## src/rtl/fp32_align_stage.sv

```systemverilog
// FP32 operand alignment front-end: magnitude ordering, exponent-difference shift,
// sticky tracking and a credit-controlled output FIFO that absorbs downstream stalls.

module barrel_shifter #(
  parameter int SIZE       = 27,
  parameter int SHIFT_SIZE = 8,
  parameter int SHIFT_LEFT = 0
) (
  input  logic                  clk,
  input  logic [SIZE-1:0]       i_data,
  input  logic [SHIFT_SIZE-1:0] i_shift,
  output logic [SIZE-1:0]       o_data
);
  localparam int LV = $clog2(SIZE);
  localparam int SL = (LV >= 3) ? (LV + 1) / 2 : 1;

  logic [SIZE-1:0]       r_data  [SL];
  logic [SHIFT_SIZE-1:0] r_shift [SL];

  // Levels lo..hi-1 of the log shifter; the last stage also clears on oversized shifts.
  function automatic logic [SIZE-1:0] shift_levels(input logic [SIZE-1:0] d,
                                                   input logic [SHIFT_SIZE-1:0] amt,
                                                   input int lo, input int hi);
    logic [SIZE-1:0] v;
    v = d;
    for (int k = 0; k < LV; k++) begin
      if (k >= lo && k < hi && amt[k]) begin
        v = (SHIFT_LEFT != 0) ? (v << (1 << k)) : (v >> (1 << k));
      end
    end
    if (hi >= LV && (amt >> LV) != '0) begin
      v = '0;
    end
    return v;
  endfunction

  // Two shift levels per register stage.
  always_ff @(posedge clk) begin
    for (int s = 0; s < SL; s++) begin
      if (s == 0) begin
        r_data[0]  <= shift_levels(i_data, i_shift, 0, (SL == 1) ? LV : 2);
        r_shift[0] <= i_shift;
      end else begin
        r_data[s]  <= shift_levels(r_data[s-1], r_shift[s-1], 2 * s,
                                   (s == SL - 1) ? LV : 2 * s + 2);
        r_shift[s] <= r_shift[s-1];
      end
    end
  end

  assign o_data = r_data[SL-1];
endmodule

module fp32_align_stage_chk #(
  parameter int FIFO_DEPTH = 8,
  parameter int CW         = 4
) (
  input logic          clk,
  input logic          rst,
  input logic          push,
  input logic          pop,
  input logic          accept,
  input logic [CW-1:0] count,
  input logic [CW-1:0] inflight
);
  a_fifo_no_overflow: assert property (@(posedge clk) disable iff (rst)
    !(push && !pop && (count == CW'(FIFO_DEPTH))));
  a_inflight_no_underflow: assert property (@(posedge clk) disable iff (rst)
    !(push && !accept && (inflight == '0)));
endmodule

module fp32_align_stage #(
  parameter int FIFO_DEPTH = 8,
  parameter int GUARD_BITS = 3
) (
  input  logic                     clk,
  input  logic                     rst,
  input  logic                     in_valid,
  output logic                     in_ready,
  input  logic [31:0]              in_a,
  input  logic [31:0]              in_b,
  output logic                     out_valid,
  input  logic                     out_ready,
  output logic [7:0]               out_exp,
  output logic                     out_sign_big,
  output logic                     out_sign_small,
  output logic [24+GUARD_BITS-1:0] out_mant_big,
  output logic [24+GUARD_BITS-1:0] out_mant_small,
  output logic                     out_sticky,
  output logic                     out_swapped,
  output logic                     out_special
);
  localparam int MW  = 24 + GUARD_BITS;
  localparam int LV  = $clog2(MW);
  localparam int SL  = (LV >= 3) ? (LV + 1) / 2 : 1;
  localparam int CW  = $clog2(FIFO_DEPTH + 1);
  localparam int PW  = (FIFO_DEPTH > 1) ? $clog2(FIFO_DEPTH) : 1;
  localparam int SBW = MW + 13;
  localparam int FW  = SBW + MW;

  logic          w_b_big, w_sticky, w_special, w_accept, w_push, w_pop;
  logic [31:0]   w_big, w_small;
  logic [MW-1:0] w_mant_big, w_mant_small, w_shift_out;
  logic [7:0]    w_diff;
  logic [CW:0]   w_credit;
  logic [SBW-1:0] w_s0_side;
  logic [FW-1:0]  w_wdata, w_head;

  logic          r_s0_valid, r_s0_sign_big, r_s0_sign_small, r_s0_sticky;
  logic          r_s0_swapped, r_s0_special;
  logic [7:0]    r_s0_exp, r_s0_diff;
  logic [MW-1:0] r_s0_mant_big, r_s0_mant_small;

  logic           r_vld  [SL];
  logic [SBW-1:0] r_side [SL];
  logic [FW-1:0]  r_mem  [FIFO_DEPTH];
  logic [PW-1:0]  r_wptr, r_rptr;
  logic [CW-1:0]  r_count, r_inflight;

  function automatic logic [PW-1:0] next_ptr(input logic [PW-1:0] p);
    if (p == PW'(FIFO_DEPTH - 1)) begin
      return '0;
    end else begin
      return p + PW'(1);
    end
  endfunction

  // Order operands by {exp, frac}; ties keep A as the big operand.
  always_comb begin
    w_b_big = in_b[30:0] > in_a[30:0];
    if (w_b_big) begin
      w_big   = in_b;
      w_small = in_a;
    end else begin
      w_big   = in_a;
      w_small = in_b;
    end
    if (w_big[30:23] == 8'd0) begin
      w_mant_big = '0;
    end else begin
      w_mant_big = {1'b1, w_big[22:0], {GUARD_BITS{1'b0}}};
    end
    if (w_small[30:23] == 8'd0) begin
      w_mant_small = '0;
    end else begin
      w_mant_small = {1'b1, w_small[22:0], {GUARD_BITS{1'b0}}};
    end
    w_diff    = w_big[30:23] - w_small[30:23];
    w_special = (in_a[30:23] == 8'hFF) || (in_b[30:23] == 8'hFF);
  end

  // Sticky: every bit the shifter will drop, i.e. positions below diff.
  always_comb begin
    w_sticky = 1'b0;
    for (int i = 0; i < MW; i++) begin
      if (i < int'(w_diff)) begin
        w_sticky = w_sticky | w_mant_small[i];
      end else begin
        w_sticky = w_sticky;
      end
    end
  end

  assign w_credit = (CW+1)'(r_count) + (CW+1)'(r_inflight);
  assign in_ready = !rst && (w_credit < (CW+1)'(FIFO_DEPTH));
  assign w_accept = in_valid && in_ready;

  // S0 valid.
  always_ff @(posedge clk) begin
    if (rst) begin
      r_s0_valid <= 1'b0;
    end else begin
      r_s0_valid <= w_accept;
    end
  end

  // S0 data capture on accept.
  always_ff @(posedge clk) begin
    if (w_accept) begin
      r_s0_exp        <= w_big[30:23];
      r_s0_sign_big   <= w_big[31];
      r_s0_sign_small <= w_small[31];
      r_s0_mant_big   <= w_mant_big;
      r_s0_mant_small <= w_mant_small;
      r_s0_diff       <= w_diff;
      r_s0_sticky     <= w_sticky;
      r_s0_swapped    <= w_b_big;
      r_s0_special    <= w_special;
    end
  end

  barrel_shifter #(.SIZE(MW), .SHIFT_SIZE(8), .SHIFT_LEFT(0)) u_shifter (
    .clk     (clk),
    .i_data  (r_s0_mant_small),
    .i_shift (r_s0_diff),
    .o_data  (w_shift_out)
  );

  assign w_s0_side = {r_s0_exp, r_s0_sign_big, r_s0_sign_small, r_s0_mant_big,
                      r_s0_sticky, r_s0_swapped, r_s0_special};

  // Valid pipeline matching shifter latency.
  always_ff @(posedge clk) begin
    if (rst) begin
      for (int s = 0; s < SL; s++) begin
        r_vld[s] <= 1'b0;
      end
    end else begin
      r_vld[0] <= r_s0_valid;
      for (int s = 1; s < SL; s++) begin
        r_vld[s] <= r_vld[s-1];
      end
    end
  end

  // Sideband pipeline matching shifter latency.
  always_ff @(posedge clk) begin
    r_side[0] <= w_s0_side;
    for (int s = 1; s < SL; s++) begin
      r_side[s] <= r_side[s-1];
    end
  end

  assign w_push  = r_vld[SL-1];
  assign w_wdata = {r_side[SL-1], w_shift_out};
  assign out_valid = !rst && (r_count != '0);
  assign w_pop   = out_valid && out_ready;

  // In-flight credit counter.
  always_ff @(posedge clk) begin
    if (rst) begin
      r_inflight <= '0;
    end else begin
      case ({w_accept, w_push})
        2'b10:   r_inflight <= r_inflight + CW'(1);
        2'b01:   r_inflight <= r_inflight - CW'(1);
        default: r_inflight <= r_inflight;
      endcase
    end
  end

  // FIFO occupancy and pointers.
  always_ff @(posedge clk) begin
    if (rst) begin
      r_count <= '0;
      r_wptr  <= '0;
      r_rptr  <= '0;
    end else begin
      case ({w_push, w_pop})
        2'b10:   r_count <= r_count + CW'(1);
        2'b01:   r_count <= r_count - CW'(1);
        default: r_count <= r_count;
      endcase
      if (w_push) begin
        r_wptr <= next_ptr(r_wptr);
      end
      if (w_pop) begin
        r_rptr <= next_ptr(r_rptr);
      end
    end
  end

  // FIFO storage; write on pipeline exit is unconditional.
  always_ff @(posedge clk) begin
    if (w_push) begin
      r_mem[r_wptr] <= w_wdata;
    end
  end

  assign w_head         = r_mem[r_rptr];
  assign out_mant_small = w_head[MW-1:0];
  assign out_special    = w_head[MW];
  assign out_swapped    = w_head[MW+1];
  assign out_sticky     = w_head[MW+2];
  assign out_mant_big   = w_head[2*MW+2:MW+3];
  assign out_sign_small = w_head[2*MW+3];
  assign out_sign_big   = w_head[2*MW+4];
  assign out_exp        = w_head[2*MW+12:2*MW+5];

  fp32_align_stage_chk #(.FIFO_DEPTH(FIFO_DEPTH), .CW(CW)) u_chk (
    .clk      (clk),
    .rst      (rst),
    .push     (w_push),
    .pop      (w_pop),
    .accept   (w_accept),
    .count    (r_count),
    .inflight (r_inflight)
  );
endmodule

```

## config.mk

```make
export PLATFORM = sky130hd
export DESIGN_NAME = fp32_align_stage
export DESIGN_NICKNAME = d
export VERILOG_FILES = /design/src/rtl/fp32_align_stage.sv
export SDC_FILE = /design/constraint.sdc
export NUM_CORES = 1
export LEC_CHECK = 0
export CAP_MARGIN = 20
export CORE_ASPECT_RATIO = 0.75
export CORE_MARGIN = 4
export CORE_UTILIZATION = 55
export DETAILED_ROUTE_END_ITERATION = 7
export PLACE_DENSITY = 0.83
export SETUP_SLACK_MARGIN = 0.1
export SYNTH_ARGS = -nofsm -noshare
export SYNTH_HDL_FRONTEND = slang
export SYNTH_SLANG_ARGS = --single-unit
```

## constraint.sdc

```tcl
create_clock -name clk -period 7.9 [get_ports clk]
set_input_delay 1.58 -clock clk [delete_from_list [all_inputs] [get_ports clk]]
set_output_delay 1.58 -clock clk [all_outputs]
set_load 0.01 [all_outputs]
```

==> results.cfg, run 1 <==
[outcome]
status = completed

[yosys]
synth-edff-count = 581
netlist-cell-type-count = 69
syn_avg_cell_area_um2 = 17.4
synth_seq_cells = 804
ys_warn_count = 0
synthArstFlopShare = 0
ys.flop_type = edfxtp_1
netlist_instances = 1734
syn_area_mm2 = 0.0302
synth_seq_area_share = 0.725

[floorplan]
row_count = 74
core_area_mm2 = 0.0544
fp.dieW_um = 279
boundaryPins = 137
die-area_mm2 = 0.0588
die_height_um = 211
start_util = 0.555

[critical_path]
critPathCaptureType = flip-flop
worst-setup-path-type = input pin to flip-flop
worstSetupStartpointType = input pin
r2r-start = r_count[3]
cp.required_ns = 8.20
worst-r2r-setup-slack_ns = 4.69
cp_data_arrival_time_ns = 6.66
crit_path_max_fanout = 24
r2r_end = r_inflight[3]
ff2ff_path_depth = 12
crit_end = r_s0_sticky
crit_start = in_b[24]

[power]
p_sw_mw = 1.91
peakVddDrop_mv = 0.153
p_clk_frac = 0.396
combPwrFrac = 0.063
p_per_area_mw_per_mm2 = 251
switching_share = 0.218
seq_power_share = 0.541
p_leak_nw = 12.0
p_int_mw = 6.83

[clock_tree]
clock_latency_ns = 0.61
clk_pin_slew_worst_paths_ns = 0.06
root_buffer = clkbuf_16
cts_buffer_depth = 3
cts_hold_buf = 0
cts_tree = built
postCtsSetupBuffers = 0
htree_levels = 3
cts_resized = 0
clock-sinks = 804
numCtsBuffers = 72

[layout]
area_delta_synth_final_pct = 15.2
mostFrequentLayoutCells = 581 x edfxtp_1, 220 x dfxtp_1, 139 x mux4_2
fin_util = 0.639
drive_above_1_share = 0.192
fill_cells = 3527
finalNetCount = 2008
layout_commonest_cell = edfxtp_1

[timing]
worst_pin_slew_ns = 1.14
skew_ns = 0.0297
slew_violations = 0
finalSetupViolations = 0
finalHoldViolCount = 0
fin_ws_ns = 1.54
rsz0062_at_grt = no
fmax_mhz = 157
fin_crit_sh = 0.805
fin_crit_ns = 6.36
fin_setup_tns_ns = 0
slew_headroom = 0.232

[global_route]
grt_pass1_vias = 16203
overflow = 0
grt_max_degree = 83
grt_pass1_wl_mm = 102
grt_usage = 0.229
antenna_found_initial = 2

[routing]
drt-pass1-iter-count = 5
drcViolationCount = 0
routed_via_density = 5.98
first_iter_violations = 1782
ant_nets = 0
drt-total-wl_mm = 66.8
via_count = 15991
wire_per_inst_um = 25.0

[run]
cap_violations = 0

[place]
gp_congestion = 0.983
pre_cts_ws_ns = 1.10
port_buffers = 133
dp_hpwl_mm = 41.5

[min_path]
hold_path.class = flip-flop to flip-flop
[power groups by stage]
stage / Combinational, mW / Sequential [mW] / Clock (mW)
after floorplan: 0.347 / 4.77 / 0
after global placement: 0.533 / 4.80 / 0
after detailed placement: 0.533 / 4.81 / 0
after CTS: 0.539 / 4.73 / 3.51
after global routing: 0.594 / 4.73 / 3.70
final: 0.554 / 4.72 / 3.46
[how the worst min path moves through the flow]
stage	startpoint	endpoint	slack [ns]	cells past startpoint
after floorplan	r_side[0][60]	r_side[0][100]	0.31	0
after global placement	r_side[0][21]	r_side[0][61]	0.31	0
after detailed placement	r_side[0][9]	r_side[0][49]	0.31	0
after CTS	r_side[0][17]	r_side[0][57]	0.31	0
after global routing	r_side[0][17]	r_side[0][57]	0.32	0
final	r_side[0][40]	r_side[0][80]	0.31	0
[layout make-up]
class,count,area [um^2],area share
Clock inverter,38,410,0.0118
Sequential cell,804,21900,0.630
Antenna cell,1,2.50,0.0000719
Timing Repair Buffer,162,1590,0.0455
Clock buffer,95,1950,0.0560
Inverter,53,201,0.00579
Multi-Input combinational cell,800,7840,0.225
Tap cell,722,903,0.0260
[synth_stat cells, types with 7 or more instances]
library cell | number | area [um^2]
mux4_2 | 139 | 3130
nand2b_1 | 8 | 50.1
or3_1 | 8 | 50.1
nand3_1 | 10 | 50.1
buf_1 | 21 | 78.8
nand4_1 | 9 | 56.3
a21o_1 | 10 | 75.1
nor4_1 | 12 | 75.1
mux2i_1 | 68 | 681
nor2b_1 | 17 | 106
ha_1 | 45 | 563
edfxtp_1 | 581 | 17400
and2_1 | 25 | 156
dfxtp_1 | 223 | 4460
a21oi_1 | 86 | 430
nor2_1 | 60 | 225
nor3_1 | 7 | 35.0
o21ai_0 | 23 | 115
mux2_2 | 67 | 754
nand2_1 | 116 | 435
clkbuf_1 | 51 | 191
inv_1 | 51 | 191
[sequential cells by signal, indices dropped and copies added, names as in the netlist, 4 cells and up, named ones only]
signal and count:
r_count 4, r_inflight 4, r_mem 512, r_s0_diff 8, r_s0_exp 8, r_s0_mant_big 24
r_s0_mant_small 24, r_side 111, u_shifter.r_data 81, u_shifter.r_shift 10
[per-layer routing]
layer | vias to the layer above | wire length [um] | global-route usage
met5 | - | 13 | 0
met4 | 2 | 1050 | 0.0465
met3 | 89 | 5210 | 0.0448
met2 | 677 | 31200 | 0.355
met1 | 8214 | 29300 | 0.347
li1 | 7009 | - | -
[cell families after synthesis]
family,count (synthesis),share of synthesized area
flops,804,0.725
buf+inv,132,0.0177
mux,274,0.151
fa+ha+maj,47,0.0200
compound gates,174,0.0359
other cells,1,0.000124
xor+xnor,9,0.00261
simple gates,293,0.0473
[worst max-delay path, stage by stage]
cell and delay [ns]:
clkdlybuf4s50_1 0.71, ha_1 0.37, a21oi_1 0.19, o21ai_1 0.09
a32o_1 0.29, o31a_4 0.34, nor2_8 0.38, a21oi_1 0.13
ha_1 0.20, inv_1 0.06, o221a_4 0.20, o21ai_0 0.10
xnor2_1 0.57, clkinv_1 0.43, a31oi_1 0.26, o2111ai_1 0.14
nor4_1 0.41, o2111ai_1 0.19
[stage by stage]
step                      std cells  power (mW)  hold WS, ns  instance area [um^2]
after floorplan                1736        5.12        0.310                 30200
after global routing           2675        9.03        0.323                 34800
after global placement         2539        5.34        0.311                 32400
final                          2675        8.74        0.308                 34800
after detailed placement       2540        5.35        0.312                 32400
after CTS                      2673        8.78        0.312                 34800
Power figures use the tool's default switching activity.
==> run 2: changes to the inputs <==
--- a/config.mk
+++ b/config.mk
@@ -8,9 +8,9 @@
 export CAP_MARGIN = 20
 export CORE_ASPECT_RATIO = 0.75
 export CORE_MARGIN = 4
-export CORE_UTILIZATION = 55
+export CORE_UTILIZATION = 54
 export DETAILED_ROUTE_END_ITERATION = 7
-export PLACE_DENSITY = 0.83
+export PLACE_DENSITY = 0.84
 export SETUP_SLACK_MARGIN = 0.1
 export SYNTH_ARGS = -nofsm -noshare
 export SYNTH_HDL_FRONTEND = slang
==> constraint.sdc (replaced) <==
create_clock -name clk -period 5.8 [get_ports clk]
set_input_delay 1.16 -clock clk [delete_from_list [all_inputs] [get_ports clk]]
set_output_delay 1.16 -clock clk [all_outputs]
set_load 0.01 [all_outputs]
==> run 2 against run 1 <==
  * Non-clock buffer count increased by 23
  * Worst setup slack got worse by 1.1 ns
  * Global-route usage decreased by 0.097 points
  * First-iteration DRC count up 11%
  * Critical path depth grew 1
  * Clock power grew 44%
  * Design area increased by 1.1%
  * Via count grew 1.5%
  * Highest routed layer unchanged
  * Clock skew decreased by 0.012 ns
==> results.cfg, run 2 (same netlist as run 1, synthesis figures left out) <==
[outcome]
status = completed

[routing]
wl_met3_mm = 6.47
via_count = 16232
wire_per_inst_um = 25.1
ant_nets = 0
routed_via_density = 6.01
route.met2.wl_mm = 31.7
drcViolationCount = 0
drt-total-wl_mm = 67.9
top_layer_used = met5
drt-pass1-iter-count = 6
wl_met1_mm = 28.2
first_iter_violations = 1973

[place]
place_area_mm2 = 0.0327
pre_cts_ws_ns = 0.0101
place_inst = 2564
gp_congestion = 0.943
dp_hpwl_mm = 40.4
port_buffers = 133

[layout]
final_area_mm2 = 0.0352
finalNetCount = 2033
mostFrequentLayoutCells = 581 x edfxtp_1, 220 x dfxtp_1, 139 x mux4_2
area_delta_synth_final_pct = 16.5
largestRegisters = r_mem x512, r_side x111, u_shifter.r_data x81
top_register = r_mem
drive_above_1_share = 0.206
layout_commonest_cell = edfxtp_1
fin_cells = 2703
largest_register_ffs = 512
fill_cells = 3494

[clock_tree]
cts_tree = built
clock-sinks = 804
clock_latency_ns = 0.60
cts_hold_buf = 0
cts_resized = 0
clk_pin_slew_worst_paths_ns = 0.06
postCtsSetupBuffers = 0
cts_buffer_depth = 3
root_buffer = clkbuf_16
numCtsBuffers = 74
htree_levels = 3

[floorplan]
die_height_um = 213
fp.dieW_um = 281
start_util = 0.550
core_area_mm2 = 0.0549
boundaryPins = 137
die-area_mm2 = 0.0598
row_count = 74

[timing]
rsz0062_at_grt = no
fin_ws_ns = 0.440
finalSetupViolations = 0
worst_pin_slew_ns = 1.02
slew_headroom = 0.318
slew_violations = 0
fin_setup_tns_ns = 0
fmax_mhz = 187
fin_crit_sh = 0.924
skew_ns = 0.0179
finalHoldViolCount = 0
fin_crit_ns = 5.36

[critical_path]
critPathCaptureType = flip-flop
worst-r2r-setup-slack_ns = 2.57
cp_data_arrival_time_ns = 5.67
worstSetupStartpointType = input pin
cp.required_ns = 6.11
crit_slowest_cell = clkdlybuf4s50_1
worstPathCellList = clkdlybuf4s50_1 > inv_1 > ha_1 > nand4_1 > nor4_1 > and3b_1 > o21a_2 > nor2_8 > nor2_1 > a21oi_1 > ha_1 > inv_1 > o221a_4 > o2111a_1 > or4_4 > nor4_1 > o21ai_1 > nor4b_2 > o2111ai_1
worst-setup-path-type = input pin to flip-flop
timing.critical_path.buf_inv = 3
crit_path_max_fanout = 12
max_stage_delay_ns = 0.63
critical-path-top-delay-family = simple AND/OR/NAND/NOR gates

[global_route]
grt_pass1_wl_mm = 102
overflow = 0
grt_usage = 0.228
grt_max_degree = 85
antenna_found_initial = 5
grt_pass1_vias = 16492

[run]
cap_violations = 0

[power]
p_per_area_mw_per_mm2 = 347
p_leak_nw = 12.3
total_power_mw = 12.2
peakVddDrop_mv = 0.256

[min_path]
hold_path.class = flip-flop to flip-flop
[run 2: per-layer routing]
metal	track usage	vias to the layer above
met5	0	-
met4	0.0566	4
met3	0.0619	119
met2	0.355	822
met1	0.327	8226
li1	-	7061
[run 2: worst paths after layout]
path            startpoint              to  cells past startpoint
max                in_a[8]     r_s0_sticky                     19
min          r_side[0][77]  r_side[0][117]                      0
max reg2reg     r_count[3]   r_inflight[3]                     12
min reg2reg  r_side[0][77]  r_side[0][117]                      0
[run 2: report_power, final]
group | switching [mW] | internal, mW
clock | 2.06 | 2.93
sequential | 0.121 | 6.32
combinational | 0.435 | 0.332
total | 2.62 | 9.58
[run 2: layout make-up]
| cell class | count | area (um^2) | area share |
|---|---|---|---|
| Clock inverter | 35 | 387 | 0.0110 |
| Sequential cell | 804 | 21900 | 0.623 |
| Inverter | 53 | 201 | 0.00572 |
| Antenna cell | 1 | 2.50 | 0.0000711 |
| Clock buffer | 103 | 2150 | 0.0612 |
| Timing Repair Buffer | 185 | 1800 | 0.0510 |
| Tap cell | 722 | 903 | 0.0257 |
| Multi-Input combinational cell | 800 | 7840 | 0.223 |
[run 2: metrics by stage]
step | hold slack (ns) | utilization
2_1_floorplan | 0.310 | -
5_1_grt | 0.328 | 0.641
4_1_cts | 0.319 | 0.641
6_report | 0.316 | 0.641
3_5_place_dp | 0.312 | 0.595
3_3_place_gp | 0.310 | 0.595
[run 2: worst register-to-register path, delay by kind of cell, from the launching register on]
kind,cells,cell delay (ns)
and+or+nand+nor,3,1.05
adders and majority gates,3,0.82
AOI/OAI and AO/OA,4,0.81
DFF,1,0.34
xor gates and xnor gates,1,0.10
buffers and inverters,1,0.05
